==> config.mk <==
export PLATFORM = sky130hd
export DESIGN_NAME = fetch_prefetch_ctrl_flat
export DESIGN_NICKNAME = d
export VERILOG_FILES = /design/src/rtl/fetch_prefetch_ctrl_pkg.sv /design/src/rtl/fetch_prefetch_ctrl_if.sv /design/src/rtl/fetch_prefetch_ctrl_prefetch_fifo.sv /design/src/rtl/fetch_prefetch_ctrl.sv /design/src/flat_wrapper.sv
export SDC_FILE = /design/constraint.sdc
export NUM_CORES = 1
export LEC_CHECK = 0
export BUFFER_PORTS_ARGS = -buffer_cell sky130_fd_sc_hd__buf_2
export CORE_ASPECT_RATIO = 1.25
export CORE_MARGIN = 2
export CORE_UTILIZATION = 35
export CTS_BUF_LIST = sky130_fd_sc_hd__clkbuf_8
export DETAILED_ROUTE_END_ITERATION = 8
export SLEW_MARGIN = 5
export SYNTH_ARGS = -nofsm -noshare
export SYNTH_HDL_FRONTEND = slang
export SYNTH_HIERARCHICAL = 1
export SYNTH_SLANG_ARGS = --single-unit
==> constraint.sdc <==
create_clock -name clk -period 5.4 [get_ports clk]
set_input_delay 1.62 -clock clk [delete_from_list [all_inputs] [get_ports clk]]
set_output_delay 1.62 -clock clk [all_outputs]
set_load 0.05 [all_outputs]
==> src/rtl/fetch_prefetch_ctrl_pkg.sv <==
// Shared types for the instruction-fetch path: FSM state encoding, queued
// fetch entry layout and the fetch-target legality rule.
package core_pkg;

    localparam int XLEN = 32;

    typedef enum logic [0:0] {
        FS_RUN  = 1'b0,
        FS_HALT = 1'b1
    } fetch_state_e;

    typedef struct packed {
        logic [XLEN-1:0] pc;
        logic [XLEN-1:0] instr;
    } fetch_entry_t;

    // A fetch target is usable only when word aligned and inside the ROM.
    function automatic logic pc_legal(input logic [XLEN-1:0] pc,
                                      input logic [XLEN-1:0] limit);
        return (pc[1:0] == 2'b00) && (pc < limit);
    endfunction

endpackage

==> src/rtl/fetch_prefetch_ctrl_if.sv <==
// Bus bundle between the fetch controller, the instruction ROM, the
// branch/redirect logic and the decode stage.
interface fetch_prefetch_ctrl_if;
    import core_pkg::*;

    logic [XLEN-1:0] imem_pc;
    logic [XLEN-1:0] imem_instr;
    logic            redirect_valid;
    logic [XLEN-1:0] redirect_pc;
    logic            instr_valid;
    logic [XLEN-1:0] instr;
    logic [XLEN-1:0] instr_pc;
    logic            instr_ready;
    logic            fetch_fault;
    logic [XLEN-1:0] fault_pc;

    modport master (
        output imem_pc,
        input  imem_instr,
        input  redirect_valid,
        input  redirect_pc,
        output instr_valid,
        output instr,
        output instr_pc,
        input  instr_ready,
        output fetch_fault,
        output fault_pc
    );

    modport slave (
        input  imem_pc,
        output imem_instr,
        output redirect_valid,
        output redirect_pc,
        input  instr_valid,
        input  instr,
        input  instr_pc,
        output instr_ready,
        input  fetch_fault,
        input  fault_pc
    );

endinterface

==> src/rtl/fetch_prefetch_ctrl_prefetch_fifo.sv <==
// Synchronous FIFO of fetched (pc, instr) entries with a single-cycle flush.
// The head entry is read straight from registered slots.
module prefetch_fifo
    import core_pkg::*;
#(
    parameter int DEPTH = 4
) (
    input  logic                       clk,
    input  logic                       reset,
    input  logic                       push_i,
    input  logic                       pop_i,
    input  logic                       flush_i,
    input  fetch_entry_t               wr_data_i,
    output fetch_entry_t               rd_data_o,
    output logic [$clog2(DEPTH):0]     count_o,
    output logic                       empty_o
);

    localparam int PTR_W = $clog2(DEPTH);
    localparam int CNT_W = PTR_W + 1;

    logic [PTR_W-1:0] wr_ptr_q, wr_ptr_d;
    logic [PTR_W-1:0] rd_ptr_q, rd_ptr_d;
    logic [CNT_W-1:0] count_q, count_d;
    logic             full_w;
    logic             do_pop_w;
    logic             do_push_w;
    fetch_entry_t     slots_w [DEPTH];

    assign full_w    = (count_q == CNT_W'(DEPTH));
    assign empty_o   = (count_q == '0);
    assign count_o   = count_q;
    assign do_pop_w  = pop_i && !empty_o && !flush_i;
    // A full FIFO may still accept an entry when the head leaves in the same cycle.
    assign do_push_w = push_i && (!full_w || do_pop_w) && !flush_i;

    genvar gi;
    generate
        for (gi = 0; gi < DEPTH; gi++) begin : g_slot
            fetch_entry_t slot_q;
            always_ff @(posedge clk) begin
                if (do_push_w && (wr_ptr_q == PTR_W'(gi))) begin
                    slot_q <= wr_data_i;
                end
            end
            assign slots_w[gi] = slot_q;
        end
    endgenerate

    // Stale slot contents are masked so an empty FIFO presents all zeros.
    assign rd_data_o = empty_o ? '0 : slots_w[rd_ptr_q];

    always_comb begin
        wr_ptr_d = wr_ptr_q;
        rd_ptr_d = rd_ptr_q;
        count_d  = count_q;
        if (flush_i) begin
            wr_ptr_d = '0;
            rd_ptr_d = '0;
            count_d  = '0;
        end else begin
            if (do_push_w) begin
                wr_ptr_d = wr_ptr_q + PTR_W'(1);
            end
            if (do_pop_w) begin
                rd_ptr_d = rd_ptr_q + PTR_W'(1);
            end
            case ({do_push_w, do_pop_w})
                2'b10:   count_d = count_q + CNT_W'(1);
                2'b01:   count_d = count_q - CNT_W'(1);
                default: count_d = count_q;
            endcase
        end
    end

    always_ff @(posedge clk or posedge reset) begin
        if (reset) begin
            wr_ptr_q <= '0;
            rd_ptr_q <= '0;
            count_q  <= '0;
        end else begin
            wr_ptr_q <= wr_ptr_d;
            rd_ptr_q <= rd_ptr_d;
            count_q  <= count_d;
        end
    end

endmodule

==> src/rtl/fetch_prefetch_ctrl.sv <==
// Instruction fetch sequencer: walks the combinational ROM, queues returned
// words for decode, flushes on redirect and halts on an unusable fetch PC.
module fetch_prefetch_ctrl
    import core_pkg::*;
#(
    parameter int              DEPTH     = 4,
    parameter int              MEM_WORDS = 512,
    parameter logic [XLEN-1:0] RESET_PC  = 32'h0
) (
    input  logic                  clk,
    input  logic                  reset,
    fetch_prefetch_ctrl_if.master fetch_if
);

    localparam int              CNT_W    = $clog2(DEPTH) + 1;
    localparam logic [0:0]      RUN      = FS_RUN;
    localparam logic [0:0]      HALT     = FS_HALT;
    localparam logic [XLEN-1:0] PC_LIMIT = XLEN'(MEM_WORDS * 4);

    logic [XLEN-1:0] fetch_pc_q, fetch_pc_d;
    logic [0:0]      state_q, state_d;
    logic            fault_q, fault_d;
    logic [XLEN-1:0] fault_pc_q, fault_pc_d;

    logic            redirect_w;
    logic            pc_ok_w;
    logic            push_w;
    logic            pop_w;
    logic            room_w;
    fetch_entry_t    push_entry_w;
    fetch_entry_t    head_w;
    logic [CNT_W-1:0] fifo_count_w;
    logic            fifo_empty_w;

    assign redirect_w = fetch_if.redirect_valid;
    assign pc_ok_w    = pc_legal(fetch_pc_q, PC_LIMIT);

    // A redirect cancels both the pop and the push of its cycle.
    assign pop_w  = !fifo_empty_w && fetch_if.instr_ready && !redirect_w;
    assign room_w = (fifo_count_w < CNT_W'(DEPTH)) || pop_w;
    assign push_w = (state_q == RUN) && pc_ok_w && room_w && !redirect_w;

    assign push_entry_w.pc    = fetch_pc_q;
    assign push_entry_w.instr = fetch_if.imem_instr;

    prefetch_fifo #(
        .DEPTH (DEPTH)
    ) u_fifo (
        .clk       (clk),
        .reset     (reset),
        .push_i    (push_w),
        .pop_i     (pop_w),
        .flush_i   (redirect_w),
        .wr_data_i (push_entry_w),
        .rd_data_o (head_w),
        .count_o   (fifo_count_w),
        .empty_o   (fifo_empty_w)
    );

    always_comb begin
        fetch_pc_d = fetch_pc_q;
        state_d    = state_q;
        fault_d    = fault_q;
        fault_pc_d = fault_pc_q;
        if (redirect_w) begin
            fetch_pc_d = fetch_if.redirect_pc;
            state_d    = RUN;
            fault_d    = 1'b0;
            fault_pc_d = '0;
        end else if ((state_q == RUN) && !pc_ok_w) begin
            state_d    = HALT;
            fault_d    = 1'b1;
            fault_pc_d = fetch_pc_q;
        end else if (push_w) begin
            fetch_pc_d = fetch_pc_q + XLEN'(4);
        end
    end

    always_ff @(posedge clk or posedge reset) begin
        if (reset) begin
            fetch_pc_q <= RESET_PC;
            state_q    <= RUN;
            fault_q    <= 1'b0;
            fault_pc_q <= '0;
        end else begin
            fetch_pc_q <= fetch_pc_d;
            state_q    <= state_d;
            fault_q    <= fault_d;
            fault_pc_q <= fault_pc_d;
        end
    end

    assign fetch_if.imem_pc     = fetch_pc_q;
    assign fetch_if.instr_valid = !fifo_empty_w;
    assign fetch_if.instr       = head_w.instr;
    assign fetch_if.instr_pc    = head_w.pc;
    assign fetch_if.fetch_fault = fault_q;
    assign fetch_if.fault_pc    = fault_pc_q;

endmodule
==> src/flat_wrapper.sv <==
// flat-port wrapper written by rule: the top's interface ports become plain ports
module fetch_prefetch_ctrl_flat import core_pkg::*;
#(
    parameter int              DEPTH     = 4,
    parameter int              MEM_WORDS = 512,
    parameter logic [XLEN-1:0] RESET_PC  = 32'h0
)
  (clk, reset, fetch_if_imem_pc, fetch_if_imem_instr, fetch_if_redirect_valid, fetch_if_redirect_pc, fetch_if_instr_valid, fetch_if_instr, fetch_if_instr_pc, fetch_if_instr_ready, fetch_if_fetch_fault, fetch_if_fault_pc);
  fetch_prefetch_ctrl_if fetch_if_i ();
  input  logic clk;
  input  logic reset;
  output wire logic [$bits(fetch_if_i.imem_pc)-1:0] fetch_if_imem_pc;
  input wire logic [$bits(fetch_if_i.imem_instr)-1:0] fetch_if_imem_instr;
  input wire logic [$bits(fetch_if_i.redirect_valid)-1:0] fetch_if_redirect_valid;
  input wire logic [$bits(fetch_if_i.redirect_pc)-1:0] fetch_if_redirect_pc;
  output wire logic [$bits(fetch_if_i.instr_valid)-1:0] fetch_if_instr_valid;
  output wire logic [$bits(fetch_if_i.instr)-1:0] fetch_if_instr;
  output wire logic [$bits(fetch_if_i.instr_pc)-1:0] fetch_if_instr_pc;
  input wire logic [$bits(fetch_if_i.instr_ready)-1:0] fetch_if_instr_ready;
  output wire logic [$bits(fetch_if_i.fetch_fault)-1:0] fetch_if_fetch_fault;
  output wire logic [$bits(fetch_if_i.fault_pc)-1:0] fetch_if_fault_pc;
  assign fetch_if_imem_pc = fetch_if_i.imem_pc;
  assign fetch_if_i.imem_instr = fetch_if_imem_instr;
  assign fetch_if_i.redirect_valid = fetch_if_redirect_valid;
  assign fetch_if_i.redirect_pc = fetch_if_redirect_pc;
  assign fetch_if_instr_valid = fetch_if_i.instr_valid;
  assign fetch_if_instr = fetch_if_i.instr;
  assign fetch_if_instr_pc = fetch_if_i.instr_pc;
  assign fetch_if_i.instr_ready = fetch_if_instr_ready;
  assign fetch_if_fetch_fault = fetch_if_i.fetch_fault;
  assign fetch_if_fault_pc = fetch_if_i.fault_pc;
  fetch_prefetch_ctrl #(.DEPTH(DEPTH), .MEM_WORDS(MEM_WORDS), .RESET_PC(RESET_PC)) u_core (.clk(clk), .reset(reset), .fetch_if(fetch_if_i));
endmodule
==> results of run 1 <==
area by class of cell:
cell class	count	share of cell area, %
flip-flops and latches	328	60.5
multi-input cells	321	20.9
repair buffers	213	7.62
clock buffers	57	5.00
well taps	486	3.87
clock inverters	41	1.82
inverters	10	0.247
diodes	2	0.0319
through the flow:
step | power [uW] | std cells | utilization [%] | area (sq um) | setup slack [ps]
2_1_floorplan | 3110 | 699 | - | 13000 | 377
3_3_place_gp | 3230 | 1358 | 39.5 | 14600 | 775
3_5_place_dp | 3240 | 1358 | 39.5 | 14600 | 746
4_1_cts | 5420 | 1456 | 42.4 | 15700 | 754
5_1_grt | 5550 | 1457 | 42.4 | 15700 | 695
6_report | 5330 | 1458 | 42.5 | 15700 | 920
synthesized netlist by cell type, drive strengths merged:
| cell type | count |
|---|---|
| and2 | 4 |
| mux2 | 24 |
| mux2i | 32 |
| o211ai | 1 |
| o2111ai | 2 |
| a21o | 1 |
| or3b | 2 |
| and3 | 3 |
| o21ai | 9 |
| xor2 | 8 |
| nand4 | 6 |
| nand3 | 5 |
| nor2b | 66 |
| nor2 | 39 |
| nand2 | 13 |
| or3 | 3 |
| dfrtp | 72 |
| dlygate4sd1 | 1 |
| nor4b | 1 |
| o311ai | 1 |
| nand2b | 1 |
| a211oi | 2 |
| nor4 | 3 |
| fa | 1 |
| and4 | 1 |
| a21oi | 5 |
| inv | 10 |
| clkbuf | 14 |
| nand3b | 1 |
| buf | 25 |
| or4 | 3 |
| o31a | 1 |
| mux4 | 64 |
| a31oi | 2 |
| o21bai | 1 |
| nor3 | 6 |
| xnor2 | 2 |
| ha | 5 |
| edfxtp | 256 |
| a22oi | 1 |
| or2 | 1 |
| o31ai | 1 |
power by group:
part	switching (uW)	internal, uW	leakage (uW)	total, uW
sequential	71.6	2780	0.00321	2850
clock	980	1170	0.000606	2150
combinational	240	88.8	0.00207	329
total	1290	4040	0.00589	5330
state kept, by name (all words and copies together) (netlist names):
signal,cells
u_core/u_fifo/wr_ptr_q,2
u_core/fetch_if.imem_pc,32
u_core/u_fifo/g_slot.slot_q,256
u_core/fetch_if.fault_pc,32
u_core/fetch_if.fetch_fault,1
u_core/u_fifo/count_o,3
u_core/u_fifo/rd_ptr_q,2
kinds of logic after synthesis:
| group | count (synthesis) | share of synthesized area (%) |
|---|---|---|
| compound gates | 27 | 1.31 |
| xor+xnor | 10 | 0.672 |
| mux | 120 | 15.6 |
| simple gates | 158 | 6.84 |
| fa+ha+maj | 6 | 0.634 |
| buf+inv | 50 | 2.09 |
| flops | 328 | 72.9 |
final timing paths:
kind                       slack (ps)                                           to
max in group asynchronous        3430      u_core/fetch_if.imem_pc[31]$_DFFE_PP0P_
hold / removal                    520      u_core/fetch_if.fault_pc[9]$_DFFE_PP0P_
setup / recovery                  920                         fetch_if_instr_pc[4]
setup reg to reg                 1560  u_core/u_fifo/g_slot[2].slot_q[4]$_DFFE_PP_
hold reg to reg                   520      u_core/fetch_if.fault_pc[9]$_DFFE_PP0P_
min in group asynchronous        1000        u_core/u_fifo/rd_ptr_q[1]$_DFFE_PP0P_
per-layer routing:
layer | vias up | share of wire [%] | track usage (%)
li1 | 3168 | - | -
met1 | 3589 | 43 | 19.8
met2 | 184 | 50 | 25.8
met3 | 43 | 4.6 | 2.90
met4 | 0 | 2.4 | 5.23
met5 | - | 0 | 0
tightest hold or removal path: stages, from the launching register on:
cell	delay (ps)
dfrtp_1	330
mux2i_1	70
nor2_1	80
==> out/results.ini, run 1 <==
[outcome]
status = finished clean

[timing]
slew_violations = 0
rsz0062_at_grt = false
min_period_ps = 4480
hold_viol_final = 0
finalClockSkew_ps = 34.8
worstMarginPinSlew_ps = 1150
whs_ps = 516
period_share_pct = 83.0
setup_viol = 0
maxSlewHeadroom_pct = 23.2
clock.fmax_mhz = 223
setup_tns_ps = 0

[worst_setup_path]
r2r_start = u_core/fetch_if.imem_pc[11]$_DFFE_PP0P_
critical_path_class = reg -> out
worstSetupEndpointType = output pin
worstSetupStartpoint = u_core/u_fifo/rd_ptr_q[0]$_DFFE_PP0P_
cp_slowest_cell = dfrtp_4
cp_slowest_stage_delay_ps = 870
critical_path_arrival_ps = 2860
required_ps = 3780
cp_num_buf_inv = 2
cp_top_family = flip-flops
cp_max_fo = 35
rr_worst_depth = 8
start_kind = register
crit_path_cell_trace = buf_12, mux4_2, nor2b_1, buf_2
cp.depth = 4

[route]
viasPerCell = 4.79
antenna_left = 0
num_vias = 6984
dr.pass1.iters = 4
drt-total-wl_um = 29300
drt_iter0_markers = 356
drc_errors = 0
wl_per_cell_um = 20.1

[grt]
grt_pass1_wl_um = 44500
overflow = 0
antenna_found_initial = 1
grt_pass1_vias = 7361
grtUsageTotal_pct = 15.3
grt_max_degree = 70

[yosys]
ys_seq_elements = 328
ys_seq_area_share_pct = 72.9
yosysWarnings = 6
synth_area_leaders = edfxtp_1 (59%), dfrtp_1 (14%), mux4_2 (11%)
synth_area_sq_mm = 0.0130
syn_avg_cell_area_sq_um = 18.6
synth_top_area_share_pct = 59.0
synth_largest_area_cell = edfxtp_1
synthCells = 699
syn-num-nets = 773
synth_cell_types = 52

[floorplanning]
dieArea_sq_mm = 0.0388
start_util_pct = 35.2
io_pins = 198
die_w_um = 177
rows = 79
die_y_um = 220
core_sq_mm = 0.0370

[placed_design]
place.gp.congestion = 0.713
hpwl_um = 18200
io_buffers = 197

[clocking]
h-tree-depth = 2
clockBufferDepth = 3
cts_buffers = 52
hold_buffers = 0
cts_tree = built
root_buffer = clkbuf_8
insertion_delay_ps = 610
cts_resized = 0
cts_setup_buffers = 0
cts_sinks = 328
path_clk_slew_ps = 60

[final_layout]
final_common_cell = edfxtp_1
fill_cells = 3416
seq_area_sq_mm = 0.00950
syn_to_final_growth_pct = 20.5
nNetsFinal = 1000
drive_gt1_share_pct = 39.9
multi_input_area_sq_mm = 0.00328
mostFrequentLayoutCells = edfxtp_1 (256), buf_2 (196), dfrtp_1 (70), nor2b_1 (66), mux4_2 (64)

[hold_path]
hold_depth = 2
hold_path_startpoint = u_core/fetch_if.fault_pc[9]$_DFFE_PP0P_
hold_class = reg -> reg

[flow_run]
max-cap-violations = 0

[pwr]
max-vdd-ir-drop_uv = 215
p_per_area_mw_per_mm2 = 340
leakagePower_uw = 0.00589

Note: power is estimated with default switching activity, not from simulation.
==> run 2: changes to the inputs <==
clock period = 4.3 ns   (was 5.4 ns; I/O delays follow)
==> out/results.ini, run 2 (synthesized netlist as in run 1, its figures left out) <==
[placed_design]
hpwl_um = 18900
dp_cells = 1371
place.gp.congestion = 0.716
io_buffers = 197

[worst_setup_path]
worstSetupEndpointType = output pin
critical_path_arrival_ps = 2590
critical_path_class = reg -> out
crit_path_cell_trace = buf_4, mux4_2, nor2b_1, buf_2
cp_slowest_cell = dfrtp_4
start_kind = register
r2r-end = u_core/u_fifo/g_slot[0].slot_q[23]$_DFFE_PP_
worstSetupStartpoint = u_core/u_fifo/rd_ptr_q[0]$_DFFE_PP0P_
cp_slowest_stage_delay_ps = 710
crit_end = fetch_if_instr_pc[21]
rr_worst_depth = 9
required_ps = 3010
cp_max_fo = 19
r2r_slack_ps = 830
r2r_start = u_core/fetch_if.imem_pc[18]$_DFFE_PP0P_

[clocking]
insertion_delay_ps = 600
cts_tree = built
root_buffer = clkbuf_8
cts_setup_buffers = 0
cts_buffers = 51
h-tree-depth = 2
clockBufferDepth = 3
cts_sinks = 328
cts_resized = 0
path_clk_slew_ps = 70
hold_buffers = 0

[grt]
grt_pass1_vias = 7578
overflow = 0
grtUsageTotal_pct = 15.3
grt_pass1_wl_um = 44500
grt_max_degree = 66
antenna_found_initial = 0

[floorplanning]
core_sq_mm = 0.0370
dieArea_sq_mm = 0.0388
die_w_um = 177
start_util_pct = 35.2
io_pins = 198
rows = 79
die_y_um = 220

[final_layout]
layoutNonFillerInstCount = 1468
fill_cells = 3355
syn_to_final_growth_pct = 20.9
nNetsFinal = 1012
largest_register_ffs = 256
mostFrequentLayoutCells = edfxtp_1 (256), buf_2 (196), dfrtp_1 (70), nor2b_1 (66), mux4_2 (64)
seq_area_sq_mm = 0.00950
drive_gt1_share_pct = 40.5
final_util_pct = 42.6
multi_input_area_sq_mm = 0.00328
final_common_cell = edfxtp_1
top_register = u_core/u_fifo/g_slot.slot_q

[pwr]
p_sw_uw = 1610
comb_power_share_pct = 6.7
max-vdd-ir-drop_uv = 338
p_int_uw = 4900
seqPwrFrac_pct = 54.8
p_per_area_mw_per_mm2 = 413
p_clk_share_pct = 38.5
switching_share_pct = 24.7
leakagePower_uw = 0.00591

[timing]
setup_tns_ps = 0
hold_viol_final = 0
clock.fmax_mhz = 258
slew_violations = 0
setup_viol = 0
maxSlewHeadroom_pct = 41.7
period_share_pct = 90.1
min_period_ps = 3880
rsz0062_at_grt = false
finalClockSkew_ps = 28.9
worstMarginPinSlew_ps = 875

[flow_run]
max-cap-violations = 0

[route]
drt-total-wl_um = 29300
drt_iter0_markers = 382
drc_errors = 0
viasPerCell = 4.84
dr.pass1.iters = 4
antenna_left = 0
num_vias = 7099
wl_per_cell_um = 19.9

[hold_path]
hold_class = reg -> reg
hold_depth = 2

[outcome]
status = finished clean

run 2: cell count changes in the layout (fill, tap and decap cells not counted):
| cell | previous run | this run |
|---|---|---|
| clkinvlp_4 | 1 | 2 |
| inv_8 | 1 | 0 |
| bufinv_16 | 4 | 1 |
| buf_4 | 10 | 20 |
| clkinv_1 | 11 | 14 |
| diode_2 | 2 | 1 |
| clkinv_8 | 0 | 1 |
| clkinv_4 | 0 | 1 |
| buf_12 | 7 | 10 |
| clkinv_2 | 9 | 7 |
| inv_1 | 24 | 22 |
run 2: how the worst min path moves through the flow:
stage,startpoint,endpoint
6_report,u_core/fetch_if.fault_pc[6]$_DFFE_PP0P_,u_core/fetch_if.fault_pc[6]$_DFFE_PP0P_
5_1_grt,u_core/fetch_if.fault_pc[6]$_DFFE_PP0P_,u_core/fetch_if.fault_pc[6]$_DFFE_PP0P_
4_1_cts,u_core/fetch_if.fault_pc[5]$_DFFE_PP0P_,u_core/fetch_if.fault_pc[5]$_DFFE_PP0P_
3_5_place_dp,u_core/fetch_if.fault_pc[5]$_DFFE_PP0P_,u_core/fetch_if.fault_pc[5]$_DFFE_PP0P_
3_3_place_gp,u_core/fetch_if.fault_pc[20]$_DFFE_PP0P_,u_core/fetch_if.fault_pc[20]$_DFFE_PP0P_
2_1_floorplan,u_core/u_fifo/wr_ptr_q[1]$_DFFE_PP0P_,u_core/u_fifo/wr_ptr_q[1]$_DFFE_PP0P_
run 2: power by group through the flow:
stage          logic [uW]  registers (uW)  clock network [uW]
3_5_place_dp          440            3640                   0
4_1_cts               442            3570                2580
2_1_floorplan         102            3800                   0
5_1_grt               466            3580                2710
6_report              436            3570                2500
3_3_place_gp          437            3630                   0
run 2: critical path, delay by kind of cell (launching register included):
kind | cells | cell delay, ps
flip-flops | 1 | 710
buffers and inverters | 2 | 600
multiplexers | 1 | 510
AND/OR/NAND/NOR | 1 | 170
run 2: area by class of cell:
type | count | area share, %
Sequential cell | 328 | 60.3
Multi-Input combinational cell | 321 | 20.8
Timing Repair Buffer | 226 | 8.45
Clock buffer | 57 | 4.98
Tap cell | 486 | 3.86
Clock inverter | 39 | 1.33
Inverter | 10 | 0.246
Antenna cell | 1 | 0.0159
run 2: metrics by stage:
step | cell area, sq um | hold WS [ps] | total power (uW) | setup slack, ps
after floorplan | 13000 | 560 | 3900 | 299
after global placement | 14800 | 499 | 4070 | 189
after detailed placement | 14800 | 508 | 4080 | 163
after CTS | 15700 | 523 | 6600 | 297
after global routing | 15700 | 545 | 6760 | 236
final | 15800 | 520 | 6510 | 424
run 2: layer usage:
metal	track usage, %	routed length [um]
met4	4.71	626
met2	26.3	14900
met1	19.0	12100
met5	0	0
met3	3.55	1680
